[src/rtl/io_pkg.sv]
// Shared constants for the board IO input-conditioning path.
package io_pkg;
  localparam int TICK_CYCLES_DEF  = 100000;
  localparam int STABLE_TICKS_DEF = 4;
  localparam int N_SW_DEF         = 16;
  localparam int N_BTN_DEF        = 2;

  localparam int BTN_L = 0;
  localparam int BTN_R = 1;
endpackage

[src/rtl/io_debounce_db_bit.sv]
// One input bit: 2-flop synchroniser, tick-sampled history, hysteretic level,
// and registered rise/change strobes aligned with the level update.
module db_bit
  import io_pkg::*;
#(
  parameter int STABLE_TICKS = STABLE_TICKS_DEF
) (
  input  logic clk,
  input  logic reset,
  input  logic tick,
  input  logic raw,
  output logic level,
  output logic rise,
  output logic change
);

  logic                    sync1, sync2;
  logic [STABLE_TICKS-1:0] hist;
  logic                    next_level;

  // Level only moves on a unanimous history; mixed samples hold it.
  always_comb begin
    next_level = level;
    if (&hist)       next_level = 1'b1;
    else if (~|hist) next_level = 1'b0;
  end

  always_ff @(posedge clk) begin
    if (reset) begin
      sync1  <= 1'b0;
      sync2  <= 1'b0;
      hist   <= '0;
      level  <= 1'b0;
      rise   <= 1'b0;
      change <= 1'b0;
    end else begin
      sync1  <= raw;
      sync2  <= sync1;
      if (tick) hist <= {hist[STABLE_TICKS-2:0], sync2};
      level  <= next_level;
      rise   <= next_level & ~level;
      change <= next_level ^ level;
    end
  end

endmodule

[src/rtl/io_debounce.sv]
// Button/switch conditioning: shared sample tick, per-bit debounce lanes,
// press pulses, sticky press flags (W1C) and a switch-change event.
module io_debounce
  import io_pkg::*;
#(
  parameter int N_BTN        = N_BTN_DEF,
  parameter int N_SW         = N_SW_DEF,
  parameter int TICK_CYCLES  = TICK_CYCLES_DEF,
  parameter int STABLE_TICKS = STABLE_TICKS_DEF
) (
  input  logic             clk,
  input  logic             reset,
  input  logic [N_BTN-1:0] btn_raw,
  input  logic [N_SW-1:0]  sw_raw,
  input  logic [N_BTN-1:0] btn_clr,
  output logic [N_BTN-1:0] btn_level,
  output logic [N_BTN-1:0] btn_press,
  output logic [N_BTN-1:0] btn_sticky,
  output logic [N_SW-1:0]  sw_level,
  output logic             sw_evt
);

  localparam int CW = (TICK_CYCLES > 1) ? $clog2(TICK_CYCLES) : 1;
  localparam int NB = N_BTN + N_SW;

  logic [CW-1:0] cnt;
  logic          tick;

  assign tick = (cnt == CW'(TICK_CYCLES - 1));

  always_ff @(posedge clk) begin
    if (reset)     cnt <= '0;
    else if (tick) cnt <= '0;
    else           cnt <= cnt + 1'b1;
  end

  logic [NB-1:0] raw_all, lvl, rise, chg;
  assign raw_all = {sw_raw, btn_raw};

  for (genvar gi = 0; gi < NB; gi++) begin : g_db
    db_bit #(.STABLE_TICKS(STABLE_TICKS)) u_db (
      .clk    (clk),
      .reset  (reset),
      .tick   (tick),
      .raw    (raw_all[gi]),
      .level  (lvl[gi]),
      .rise   (rise[gi]),
      .change (chg[gi])
    );
  end

  // Buttons only need rise, switches only need change.
  logic [N_BTN-1:0] btn_chg_unused;
  logic [N_SW-1:0]  sw_rise_unused;
  assign btn_chg_unused = chg[N_BTN-1:0];
  assign sw_rise_unused = rise[NB-1:N_BTN];

  assign btn_level = lvl[N_BTN-1:0];
  assign btn_press = rise[N_BTN-1:0];
  assign sw_level  = lvl[NB-1:N_BTN];
  assign sw_evt    = |chg[NB-1:N_BTN];

  // A press arriving with a clear wins so no press is lost.
  always_ff @(posedge clk) begin
    if (reset) btn_sticky <= '0;
    else       btn_sticky <= (btn_sticky & ~btn_clr) | btn_press;
  end

endmodule

[config.mk]
export PLATFORM = sky130hd
export DESIGN_NAME = io_debounce
export DESIGN_NICKNAME = d
export VERILOG_FILES = /design/src/rtl/io_pkg.sv /design/src/rtl/io_debounce_db_bit.sv /design/src/rtl/io_debounce.sv
export SDC_FILE = /design/constraint.sdc
export NUM_CORES = 1
export LEC_CHECK = 0
export ABC_AREA = 1
export BUFFER_PORTS_ARGS = -buffer_cell sky130_fd_sc_hd__buf_2
export CORE_MARGIN = 1
export CORE_UTILIZATION = 45
export CTS_BUF_LIST = sky130_fd_sc_hd__clkbuf_16
export CTS_CLUSTER_DIAMETER = 50
export DETAILED_ROUTE_END_ITERATION = 8
export PLACE_DENSITY = 0.76
export SLEW_MARGIN = 30
export SYNTH_ARGS = -nofsm -noshare
export SYNTH_HDL_FRONTEND = slang
export SYNTH_SLANG_ARGS = --single-unit
[constraint.sdc]
create_clock -name clk -period 1.3 [get_ports clk]
set_input_delay 0.26 -clock clk [delete_from_list [all_inputs] [get_ports clk]]
set_output_delay 0.26 -clock clk [all_outputs]
set_load 0.01 [all_outputs]
==> run summary <==
status: finished, violations left
failing checks: negative setup slack
Post-Syn Area: 6689 µm²
fmax: 590.2 MHz
RR Startpoint: cnt[0]
Nets: 1042
Cells on Worst Hold Path: 3
RSZ-0062 raised after global routing: true
max cap viols: 0
Hold Vio Cnt, Final: 0
layout cell share with drive strength beyond 1: 0.3411
most frequent cells in the layout: dfxtp_1, nor2_1, inv_1
Iteration-0 DRC Markers: 578
Slew @ Worst Pin: 0.4741 ns
drt drc: 0
Die X-Extent: 123.9 µm
die height: 123.9 µm
relative slew slack: 0.6813
Arr. time, crit path: 1.43 ns
Post-Route Utilization: 0.6537
CTS tree: yes
synthesized area per cell: 7.200 µm²
period utilization: 1.303
total grt overflow: 0
vias in the first global route: 6221
routed vias: 6489
clock slew at reported path FFs: 0.06 ns
clock latency on the worst-skew pair: 0.43 ns
CTS Buffer Depth: 2
min cycle time layout: 1.694 ns
Hold Path End: g_db[10].u_db.sync1
H-tree depth: 4
most common cell after layout, fill and taps aside: dfxtp_1
Cell Pwr Density: 1094 nW/µm²
# diodes: 0
Synth area leader: dfxtp_1
reg-to-reg endpoint: g_db[14].u_db.hist[0]
power share of the clock group: 0.477
Worst setup SP type: flop
num rows: 44
skew final: 0.01015 ns
Flop pwr share: 0.489
DR pass1 iterations: 6
Comb power frac: 0.034
initial antenna violation count: 0
CTS buffer count: 17
Net Sw Power: 2.233 mW
post-synth cell types: 31
Int Power: 8.160 mW
Final TNS setup: -21.61 ns
hold buffer count at cts: 0
CTS Sinks: 163
Ys Warns: 0
DR WL/cell: 16.53 µm
worst path required time: 1.04 ns
flop2flop setup slack: -0.34 ns
Setup violations, final: 91
Syn Nets: 952
Leakage: 4.112 nW
hpwl dp: 7895 µm
Crit. End Element: output pin
Sw Ratio: 0.2149
Hold Crit Class: input pin to flop
I/O pin total: 45
GR Util All Layers: 0.2499
finished layout cell area: 9500 µm²
largest net degree at the start of global routing: 72
Port Buffer Count: 44
Max FO, Critical Path: 1
vias per cell: 5.336
critical hold path startpoint: sw_raw[8]
Yosys top cell area share: 0.4878
antenna-violating nets left: 0
starting density of the core: 0.4602
Worst Reg-to-Reg Cells: 11
worst vdd ir: 1.055 mV
fin. max-slew vios: 0
Layout area overhead: 42.03%
largest cells by area after synthesis: dfxtp_1, nor2_1, nand2_1
post-placement cell area: 7289 µm²
Crit Path Class: flop to output pin
register bit total from synthesis: 163
Synth Instances: 929
core area: 14530 µm²
die area: 15360 µm²
clock root cell: clkbuf_16
global-route wire length before repair: 29210 µm
final worst setup slack: -0.3944 ns
gpl congestion: 0.8062
Routed Wire Length: 20110 µm
register area share after synthesis: 0.4878
-- metrics by stage --
| stage | total power [mW] | hold WS [ns] | std cells | worst slack, ns |
|---|---|---|---|---|
| after floorplan | 5.379 | 0.3670 | 929 | -0.08911 |
| after global placement | 5.481 | 0.3925 | 1145 | -0.09904 |
| after detailed placement | 5.490 | 0.3948 | 1145 | -0.1256 |
| after CTS | 10.38 | 0.02598 | 1224 | -0.3978 |
| after global routing | 10.69 | 0.02440 | 1216 | -0.4685 |
| final | 10.39 | 0.02679 | 1216 | -0.3944 |
-- area by class of cell --
class	instances	area (µm²)
repair buffers	129	1456
flip-flops and latches	163	3268
inverters	145	549.3
clock buffers	17	425.4
multi-input cells	563	3418
fillers	1050	5034
well taps	184	230.2
clock inverters	15	152.6
-- sequential cells by signal, summed over array words and instances, names as in the netlist --
| signal | cells |
|---|---|
| g_db.u_db.level | 18 |
| g_db.u_db.change | 16 |
| g_db.u_db.sync1 | 18 |
| btn_sticky | 2 |
| g_db.u_db.sync2 | 18 |
| g_db.u_db.hist | 72 |
| cnt | 17 |
| g_db.u_db.rise | 2 |
-- how the worst max path moves through the flow --
stage	end	depth (start not counted)	from
floorplan	g_db[0].u_db.hist[0]	9	cnt[1]
finish	sw_evt	3	g_db[11].u_db.change
global placement	g_db[17].u_db.hist[0]	9	cnt[1]
CTS	sw_evt	4	g_db[7].u_db.change
global route	sw_evt	4	g_db[7].u_db.change
detailed placement	g_db[2].u_db.hist[3]	9	cnt[1]
-- routing by layer --
metal | track usage | vias to the layer above | share of wire
li1 | - | 3013 | -
met1 | 0.2792 | 3066 | 0.39
met2 | 0.4247 | 315 | 0.49
met3 | 0.07143 | 95 | 0.074
met4 | 0.1429 | 0 | 0.047
met5 | 0 | - | 0
-- cells by family (layout without fill, tap and decap cells) --
logic type | Yosys count | after routing | synth area share
AO/OA/AOI/OAI | 42 | 42 | 0.03984
XOR/XNOR | 8 | 8 | 0.01048
adder cells (fa/ha/maj) | 1 | 1 | 0.001870
buffers and inverters | 203 | 306 | 0.1384
flip-flops | 163 | 163 | 0.4878
AND/OR/NAND/NOR | 512 | 512 | 0.3215
-- timing repair --
action	in CTS	in global routing
gates resized for setup	140	144
cloned	19	1
buffers inserted	29	7
setup endpoints to repair	76	92
pin swaps	55	58
-- critical path, stage by stage (launching register included) --
cell	delay, ns
dfxtp_1	0.32
nor4_2	0.34
nand4_1	0.17
buf_2	0.17
-- synth_stat cells --
library cell    n
nand3_4         1
nor2_1        255
nor3_2          1
a21boi_0        2
nor2_4          1
ha_1            1
nand4_1        20
dfxtp_1       163
nand2_1       142
buf_4          28
nor2_8          1
nand3b_1        2
buf_6           7
nor3_1          4
nand3_1        78
xor2_1          7
inv_1         140
o31ai_1        14
clkinv_2        1
nor2_2          1
xnor2_1         1
inv_2           4
clkbuf_1       12
o21ai_0         3
nand3_2         2
o21ai_4         1
buf_1           7
nor4_1          4
buf_2           4
o21bai_1        2
a21oi_1        20
-- power groups by stage --
stage | clock, mW | sequential, mW | combinational [mW]
floorplan | 0 | 5.19 | 0.194
global placement | 0 | 5.19 | 0.295
detailed placement | 0 | 5.19 | 0.302
CTS | 4.98 | 5.08 | 0.317
global route | 5.21 | 5.08 | 0.394
finish | 4.96 | 5.08 | 0.355
Power figures use the tool's default switching activity.
